`config.mk`:
```
export PLATFORM = sky130hd
export DESIGN_NAME = io_hub_flat
export DESIGN_NICKNAME = d
export VERILOG_FILES = /design/src/rtl/io_hub_pkg.sv /design/src/rtl/io_hub_if.sv /design/src/rtl/io_debounce.sv /design/src/rtl/io_hub.sv /design/src/flat_wrapper.sv
export SDC_FILE = /design/constraint.sdc
export NUM_CORES = 1
export LEC_CHECK = 0
export CAP_MARGIN = 5
export CORE_MARGIN = 1
export CORE_UTILIZATION = 46
export DETAILED_ROUTE_END_ITERATION = 8
export PLACE_DENSITY = 0.72
export REMOVE_ABC_BUFFERS = 1
export SKIP_CTS_REPAIR_TIMING = 1
export SLEW_MARGIN = 0
export SYNTH_ARGS = -nofsm -noshare
export SYNTH_HDL_FRONTEND = slang
export SYNTH_SLANG_ARGS = --single-unit
export TNS_END_PERCENT = 50
```
`constraint.sdc`:
```
create_clock -name sys_clk -period 4.7 [get_ports sys_clk]
set_clock_uncertainty 0.2 [all_clocks]
set_input_delay 0.47 -clock sys_clk [delete_from_list [all_inputs] [get_ports sys_clk]]
set_output_delay 0.47 -clock sys_clk [all_outputs]
set_load 0.02 [all_outputs]
```
`src/rtl/io_hub_pkg.sv`:
```
// io_hub_pkg: shared constants for the io_hub memory-mapped I/O block.
//   DEFAULT_BASE_ADDR : default byte address of register 0 (32-byte aligned).
//   REG_*             : byte offsets of the registers inside the 32-byte window.
package io_hub_pkg;

    localparam logic [31:0] DEFAULT_BASE_ADDR = 32'hFFFF_FC60;

    localparam logic [4:0] REG_LED_DATA   = 5'h00;
    localparam logic [4:0] REG_BLINK_MASK = 5'h04;
    localparam logic [4:0] REG_SW_DATA    = 5'h08;
    localparam logic [4:0] REG_SW_EDGE    = 5'h0C;
    localparam logic [4:0] REG_BLINK_DIV  = 5'h10;

endpackage

```
`src/rtl/io_hub_if.sv`:
```
// io_hub_if: CPU I/O bus between the core (master) and the I/O hub (slave).
//   ioread, iowrite : read / write strobes from the CPU
//   address         : CPU byte address
//   write_data      : CPU store data
//   read_data       : combinational load data from the hub
//   io_sel          : hub decodes the address into its window
interface io_hub_if;
    logic        ioread;
    logic        iowrite;
    logic [31:0] address;
    logic [31:0] write_data;
    logic [31:0] read_data;
    logic        io_sel;

    modport master (
        output ioread,
        output iowrite,
        output address,
        output write_data,
        input  read_data,
        input  io_sel
    );

    modport slave (
        input  ioread,
        input  iowrite,
        input  address,
        input  write_data,
        output read_data,
        output io_sel
    );
endinterface

```
`src/rtl/io_debounce.sv`:
```
// io_debounce: single-bit 2-flop synchroniser followed by an optional stability filter.
//   clk, rst_n : clock and asynchronous active-low reset
//   sw_raw     : raw asynchronous switch bit
//   sw_f       : filtered switch bit (resets to 0)
// Macro IO_HUB_DEBOUNCE_EN: when defined, sw_f only follows the synchronised bit after
// DEB_CYCLES consecutive cycles of disagreement; otherwise sw_f is the synchroniser output.
module io_debounce #(
    parameter int unsigned DEB_CYCLES = 1
) (
    input  logic clk,
    input  logic rst_n,
    input  logic sw_raw,
    output logic sw_f
);

    if (DEB_CYCLES < 1) begin : g_deb_check
        $error("io_debounce: DEB_CYCLES must be at least 1");
    end

    logic sync1_q;
    logic sync2_q;

    always_ff @(posedge clk or negedge rst_n) begin
        if (!rst_n) begin
            sync1_q <= 1'b0;
            sync2_q <= 1'b0;
        end else begin
            sync1_q <= sw_raw;
            sync2_q <= sync1_q;
        end
    end

`ifdef IO_HUB_DEBOUNCE_EN
    localparam int unsigned CntW = $clog2(DEB_CYCLES + 1);
    // The edge that would take the count to DEB_CYCLES updates sw_f instead.
    localparam logic [CntW-1:0] CntLast = CntW'(DEB_CYCLES - 1);

    logic [CntW-1:0] cnt_q;
    logic [CntW-1:0] cnt_d;
    logic            sw_f_q;
    logic            sw_f_d;

    always_comb begin
        cnt_d  = '0;
        sw_f_d = sw_f_q;
        if (sync2_q != sw_f_q) begin
            if (cnt_q == CntLast) begin
                sw_f_d = sync2_q;
            end else begin
                cnt_d = cnt_q + 1'b1;
            end
        end
    end

    always_ff @(posedge clk or negedge rst_n) begin
        if (!rst_n) begin
            cnt_q  <= '0;
            sw_f_q <= 1'b0;
        end else begin
            cnt_q  <= cnt_d;
            sw_f_q <= sw_f_d;
        end
    end

    assign sw_f = sw_f_q;
`else
    assign sw_f = sync2_q;
`endif

endmodule

```
`src/rtl/io_hub.sv`:
```
// io_hub: memory-mapped I/O hub on the CPU I/O bus, decoding a 32-byte window at BASE_ADDR.
//   sys_clk, sys_rst_n : clock and asynchronous active-low reset
//   bus                : CPU I/O bus (io_hub_if.slave), combinational read_data and io_sel
//   sw_input           : raw asynchronous switch inputs
//   led                : LED drive, LED_DATA gated by the blink phase on masked bits
// Registers (byte offset): 0x00 LED_DATA, 0x04 BLINK_MASK, 0x08 SW_DATA (RO),
// 0x0C SW_EDGE (W1C), 0x10 BLINK_DIV; 0x14-0x1C read 0.
// Macro IO_HUB_DEBOUNCE_EN enables the per-bit switch debounce filter in io_debounce.
module io_hub
    import io_hub_pkg::*;
#(
    parameter logic [31:0] BASE_ADDR     = DEFAULT_BASE_ADDR,
    parameter int unsigned LED_WIDTH     = 24,
    parameter int unsigned SW_WIDTH      = 24,
    parameter int unsigned DEB_CYCLES    = 1_000_000,
    parameter logic [31:0] BLINK_DIV_RST = 32'd25_000_000
) (
    input  logic                 sys_clk,
    input  logic                 sys_rst_n,
    io_hub_if.slave              bus,
    input  logic [SW_WIDTH-1:0]  sw_input,
    output logic [LED_WIDTH-1:0] led
);

    if (LED_WIDTH < 1 || LED_WIDTH > 32) begin : g_led_check
        $error("io_hub: LED_WIDTH must be 1..32");
    end
    if (SW_WIDTH < 1 || SW_WIDTH > 32) begin : g_sw_check
        $error("io_hub: SW_WIDTH must be 1..32");
    end

    // Address decode; address[1:0] is ignored.
    logic [4:0] reg_off;
    logic       wr_en;
    logic       rd_en;
    logic       wr_led;
    logic       wr_mask;
    logic       wr_edge;
    logic       wr_div;

    assign bus.io_sel = (bus.address[31:5] == BASE_ADDR[31:5]);
    assign reg_off    = {bus.address[4:2], 2'b00};
    assign wr_en      = bus.iowrite & bus.io_sel;
    assign rd_en      = bus.ioread & bus.io_sel;
    assign wr_led     = wr_en && (reg_off == REG_LED_DATA);
    assign wr_mask    = wr_en && (reg_off == REG_BLINK_MASK);
    assign wr_edge    = wr_en && (reg_off == REG_SW_EDGE);
    assign wr_div     = wr_en && (reg_off == REG_BLINK_DIV);

    logic unused_bus;
    assign unused_bus = ^{bus.address[1:0], bus.write_data};

    // Switch path
    logic [SW_WIDTH-1:0] sw_f;
    logic [SW_WIDTH-1:0] sw_prev_q;
    logic [SW_WIDTH-1:0] sw_edge_q;
    logic [SW_WIDTH-1:0] sw_edge_d;
    logic [SW_WIDTH-1:0] w1c_mask;

    for (genvar i = 0; i < int'(SW_WIDTH); i++) begin : g_sw
        io_debounce #(
            .DEB_CYCLES (DEB_CYCLES)
        ) u_deb (
            .clk    (sys_clk),
            .rst_n  (sys_rst_n),
            .sw_raw (sw_input[i]),
            .sw_f   (sw_f[i])
        );
    end

    // A newly detected change wins over a simultaneous write-1-to-clear.
    always_comb begin
        w1c_mask  = wr_edge ? bus.write_data[SW_WIDTH-1:0] : '0;
        sw_edge_d = (sw_edge_q & ~w1c_mask) | (sw_f ^ sw_prev_q);
    end

    // Blink
    logic [LED_WIDTH-1:0] led_data_q;
    logic [LED_WIDTH-1:0] blink_mask_q;
    logic [31:0]          blink_div_q;
    logic [31:0]          prescaler_q;
    logic [31:0]          prescaler_d;
    logic                 phase_q;
    logic                 phase_d;

    always_comb begin
        prescaler_d = prescaler_q + 32'd1;
        phase_d     = phase_q;
        if (wr_div || (blink_div_q == 32'd0)) begin
            // Restart the pattern (or hold it solid on while the divider is 0).
            prescaler_d = 32'd0;
            phase_d     = 1'b1;
        end else if (prescaler_q == blink_div_q) begin
            prescaler_d = 32'd0;
            phase_d     = ~phase_q;
        end
    end

    always_ff @(posedge sys_clk or negedge sys_rst_n) begin
        if (!sys_rst_n) begin
            led_data_q   <= '0;
            blink_mask_q <= '0;
            blink_div_q  <= BLINK_DIV_RST;
            prescaler_q  <= 32'd0;
            phase_q      <= 1'b1;
            sw_prev_q    <= '0;
            sw_edge_q    <= '0;
        end else begin
            if (wr_led) begin
                led_data_q <= bus.write_data[LED_WIDTH-1:0];
            end
            if (wr_mask) begin
                blink_mask_q <= bus.write_data[LED_WIDTH-1:0];
            end
            if (wr_div) begin
                blink_div_q <= bus.write_data;
            end
            prescaler_q <= prescaler_d;
            phase_q     <= phase_d;
            sw_prev_q   <= sw_f;
            sw_edge_q   <= sw_edge_d;
        end
    end

    assign led = led_data_q & (~blink_mask_q | {LED_WIDTH{phase_q}});

    // Zero-latency read mux
    always_comb begin
        bus.read_data = 32'd0;
        if (rd_en) begin
            case (reg_off)
                REG_LED_DATA:   bus.read_data = 32'(led_data_q);
                REG_BLINK_MASK: bus.read_data = 32'(blink_mask_q);
                REG_SW_DATA:    bus.read_data = 32'(sw_f);
                REG_SW_EDGE:    bus.read_data = 32'(sw_edge_q);
                REG_BLINK_DIV:  bus.read_data = blink_div_q;
                default:        bus.read_data = 32'd0;
            endcase
        end
    end

endmodule
```
`src/flat_wrapper.sv`:
```
// flat-port wrapper written by rule: the top's interface ports become plain ports
module io_hub_flat import io_hub_pkg::*;
#(
    parameter logic [31:0] BASE_ADDR     = DEFAULT_BASE_ADDR,
    parameter int unsigned LED_WIDTH     = 24,
    parameter int unsigned SW_WIDTH      = 24,
    parameter int unsigned DEB_CYCLES    = 1_000_000,
    parameter logic [31:0] BLINK_DIV_RST = 32'd25_000_000
)
  (sys_clk, sys_rst_n, sw_input, led, bus_ioread, bus_iowrite, bus_address, bus_write_data, bus_read_data, bus_io_sel);
  io_hub_if bus_i ();
  input  logic sys_clk;
  input  logic sys_rst_n;
  input  logic [SW_WIDTH-1:0] sw_input;
  output logic [LED_WIDTH-1:0] led;
  input wire logic [$bits(bus_i.ioread)-1:0] bus_ioread;
  input wire logic [$bits(bus_i.iowrite)-1:0] bus_iowrite;
  input wire logic [$bits(bus_i.address)-1:0] bus_address;
  input wire logic [$bits(bus_i.write_data)-1:0] bus_write_data;
  output wire logic [$bits(bus_i.read_data)-1:0] bus_read_data;
  output wire logic [$bits(bus_i.io_sel)-1:0] bus_io_sel;
  assign bus_i.ioread = bus_ioread;
  assign bus_i.iowrite = bus_iowrite;
  assign bus_i.address = bus_address;
  assign bus_i.write_data = bus_write_data;
  assign bus_read_data = bus_i.read_data;
  assign bus_io_sel = bus_i.io_sel;
  io_hub #(.BASE_ADDR(BASE_ADDR), .LED_WIDTH(LED_WIDTH), .SW_WIDTH(SW_WIDTH), .DEB_CYCLES(DEB_CYCLES), .BLINK_DIV_RST(BLINK_DIV_RST)) u_core (.sys_clk(sys_clk), .sys_rst_n(sys_rst_n), .bus(bus_i), .sw_input(sw_input), .led(led));
endmodule
```
==> results.sh <==
export IMPL_synth_top_family_by_area="multiplexers"
export IMPL_syn_inst=754
export IMPL_dieHeight_um=145
export IMPL_gr_total_overflow=0
export IMPL_hp_class="reg -> reg"
export IMPL_critPathMaxFanout=28
export IMPL_die_w_um=145
export IMPL_critPathMaxStageDelay_ns=0.63
export IMPL_ys_top_cells_by_area="dfrtp_1 (52%), mux2_2 (10%), xor2_1 (7.4%), a22oi_1 (3.7%), dfstp_2 (3.6%)"
export IMPL_yosysWarnings=0
export IMPL_grt_max_degree=123
export IMPL_outcome="finished, final reports clean"
export IMPL_timing_slew_headroom_pct=20.4
export IMPL_cts_clk_slew_worst_paths_ns=0.05
export IMPL_drc=0
export IMPL_nets=995
export IMPL_p_leak_nw=5.13
export IMPL_tightestPinTransition_ns=1.18
export IMPL_root_buffer="clkbuf_16"
export IMPL_viasPerCell=5.42
export IMPL_synth_seq_cells=209
export IMPL_design_area_um2=11800
export IMPL_antenna_left=0
export IMPL_antenna_cells=0
export IMPL_cts_tree="yes"
export IMPL_cp_start_kind="primary input"
export IMPL_hold_slack_ns=0.145
export IMPL_synth_compound_area_share_pct=10.1
export IMPL_synth_area_leader_cell="dfrtp_1"
export IMPL_initial_core_util_pct=47.5
export IMPL_timing_max_cap_violations=0
export IMPL_crit_chain="clkdlybuf4s50_1, buf_4, inv_1, nor2_2, buf_4, a22oi_1, o22a_1, nor2_1, clkdlybuf4s50_1"
export IMPL_critPathSlowestCell="clkdlybuf4s50_1"
export IMPL_port_buffers=146
export IMPL_clk_latency_ns=0.50
export IMPL_post_route_min_period_ns=3.65
export IMPL_rows=51
export IMPL_mostFrequentLayoutCell="dfrtp_1"
export IMPL_cts_buffers=23
export IMPL_grt_pass1_vias=6654
export IMPL_grt_use_total_pct=21.7
export IMPL_final_util_pct=59.8
export IMPL_wl_per_cell_um=18.7
export IMPL_yosys_area_share_simple_pct=10.1
export IMPL_cp_startpoint="bus_address[4]"
export IMPL_max_freq_mhz=274
export IMPL_num_vias=6392
export IMPL_required_ns=4.03
export IMPL_r2r_start="u_core.blink_div_q[11]$_DFFE_PN1P_"
export IMPL_synth_edf_count=0
export IMPL_synth_area_per_cell_um2=12.4
export IMPL_coreArea_um2=19700
export IMPL_synth_xor_area_share_pct=8.05
export IMPL_muxShareOfSynthArea_pct=13.4
export IMPL_syn_to_final_growth_pct=26.0
export IMPL_async_reset_ff_share_pct=100
export IMPL_io_pins=149
export IMPL_ys_flop_type="dfrtp_1"
export IMPL_cp_end_kind="output port"
export IMPL_final_cell_mix="dfrtp_1 (196), clkdlybuf4s50_1 (144), mux2_2 (83)"
export IMPL_drt_total_wl_um=22000
export IMPL_hold_viol_final=0
export IMPL_tns_ns=0
export IMPL_power_per_cell_area_nw_per_um2=315
export IMPL_pre_cts_ws_ns=1.06
export IMPL_min_delay_start="u_core.g_sw[0].u_deb.sync1_q$_DFF_PN0_"
export IMPL_cts_sinks=209
export IMPL_drive_above_1_share_pct=18.8
export IMPL_cts_path_max_buffers=3
export IMPL_setup_ws_ns=1.05
export IMPL_htree_levels=1
export IMPL_first_pass_iters=5
export IMPL_worstSetupPathType="in -> out"
export IMPL_ys_types=42
export IMPL_yosysSeqAreaShare_pct=56.1
export IMPL_hpwl_um=14600
export IMPL_gp_congestion=0.887
export IMPL_arrival_ns=2.98
export IMPL_grt_setup_unrepaired="no"
export IMPL_synthAdderAreaFrac_pct=0.134
export IMPL_drv_slew=0
export IMPL_peakVddDrop_mv=0.210
export IMPL_antenna_found_initial=0
export IMPL_period_share_pct=77.7
export IMPL_placed_cell_area_um2=11100
export IMPL_die_area_um2=20900
export IMPL_synthDominantCellAreaShare_pct=52.4
export IMPL_syn_cell_area_um2=9360
export IMPL_finalSetupViolations=0
export IMPL_dr_first_iter_drc_count=353
export IMPL_grt_first_pass_wirelength_um=35000
-- routing by layer --
| layer | up-vias | track usage, % | part of all wire [%] | wire length, µm |
|---|---|---|---|---|
| li1 | 2977 | - | - | - |
| met1 | 3235 | 28.5 | 45 | 9860 |
| met2 | 140 | 36.9 | 49 | 10700 |
| met3 | 40 | 4.01 | 4.5 | 991 |
| met4 | 0 | 5.60 | 2.0 | 447 |
| met5 | - | 0 | 0 | 0 |
-- synth_stat cells (14+ instances only) --
master and count:
a21boi_0 24, a21o_1 24, a22oi_1 46, clkbuf_1 31, dfrtp_1 196, mux2_2 83, mux2_4 20, nand2_1 35
nand3_1 14, nand4_1 19, nor2_1 65, nor4_1 17, o22a_1 24, xor2_1 79
-- cell families (layout without fill, tap and decap cells) --
group	count (synthesis)	after routing
DFF	209	209
adders and majority gates	1	1
AOI/OAI and AO/OA	122	122
muxes	105	105
xor gates and xnor gates	86	86
and+or+nand+nor	186	186
buffers and inverters	45	206
-- critical path: cells and delay by family --
family	cells	cell delay, ns
and+or+nand+nor	2	0.25
AOI/OAI and AO/OA	2	0.31
buffers and inverters	5	1.93
-- final timing paths --
check / end / slack (ns) / cells past startpoint
hold / removal: u_core.g_sw[0].u_deb.sw_f$_DFF_PN0_ / 0.14 / 0
max in group asynchronous: u_core.sw_edge_q[1]$_DFF_PN0_ / 2.86 / 3
setup reg to reg: u_core.prescaler_q[3]$_DFF_PN0_ / 1.78 / 6
hold reg to reg: u_core.g_sw[0].u_deb.sw_f$_DFF_PN0_ / 0.14 / 0
setup / recovery: bus_read_data[2] / 1.05 / 9
min in group asynchronous: u_core.sw_prev_q[10]$_DFF_PN0_ / 0.37 / 2
-- cell type report --
cell class | instances | area, µm²
clock buffer | 37 | 678
clock inverter | 1 | 5.00
fill | 1588 | 7920
inverter | 6 | 22.5
multi-input combinational | 500 | 3920
sequential | 209 | 5250
tap | 265 | 332
timing repair buffer | 162 | 1600
-- registers in the layout, indices dropped and copies added, names as in the netlist --
signal	count
u_core.blink_div_q	32
u_core.prescaler_q	32
u_core.led_data_q	24
u_core.sw_prev_q	24
u_core.g_sw.u_deb.sync1_q	24
u_core.g_sw.u_deb.sw_f	24
u_core.blink_mask_q	24
u_core.phase_q	1
u_core.sw_edge_q	24
-- power by group --
part / internal, mW / switching [mW]
Sequential: 1.83 / 0.0167
Clock: 0.975 / 0.678
Combinational: 0.108 / 0.105
Total: 2.92 / 0.800
-- stage by stage --
step                      std cells  power [mW]
after floorplan                 715        1.93
after global placement         1141        2.09
after detailed placement       1141        2.09
after CTS                      1179        3.76
after global routing           1180        3.84
final                          1180        3.72
No activity file was read; power rests on OpenSTA's default activity.
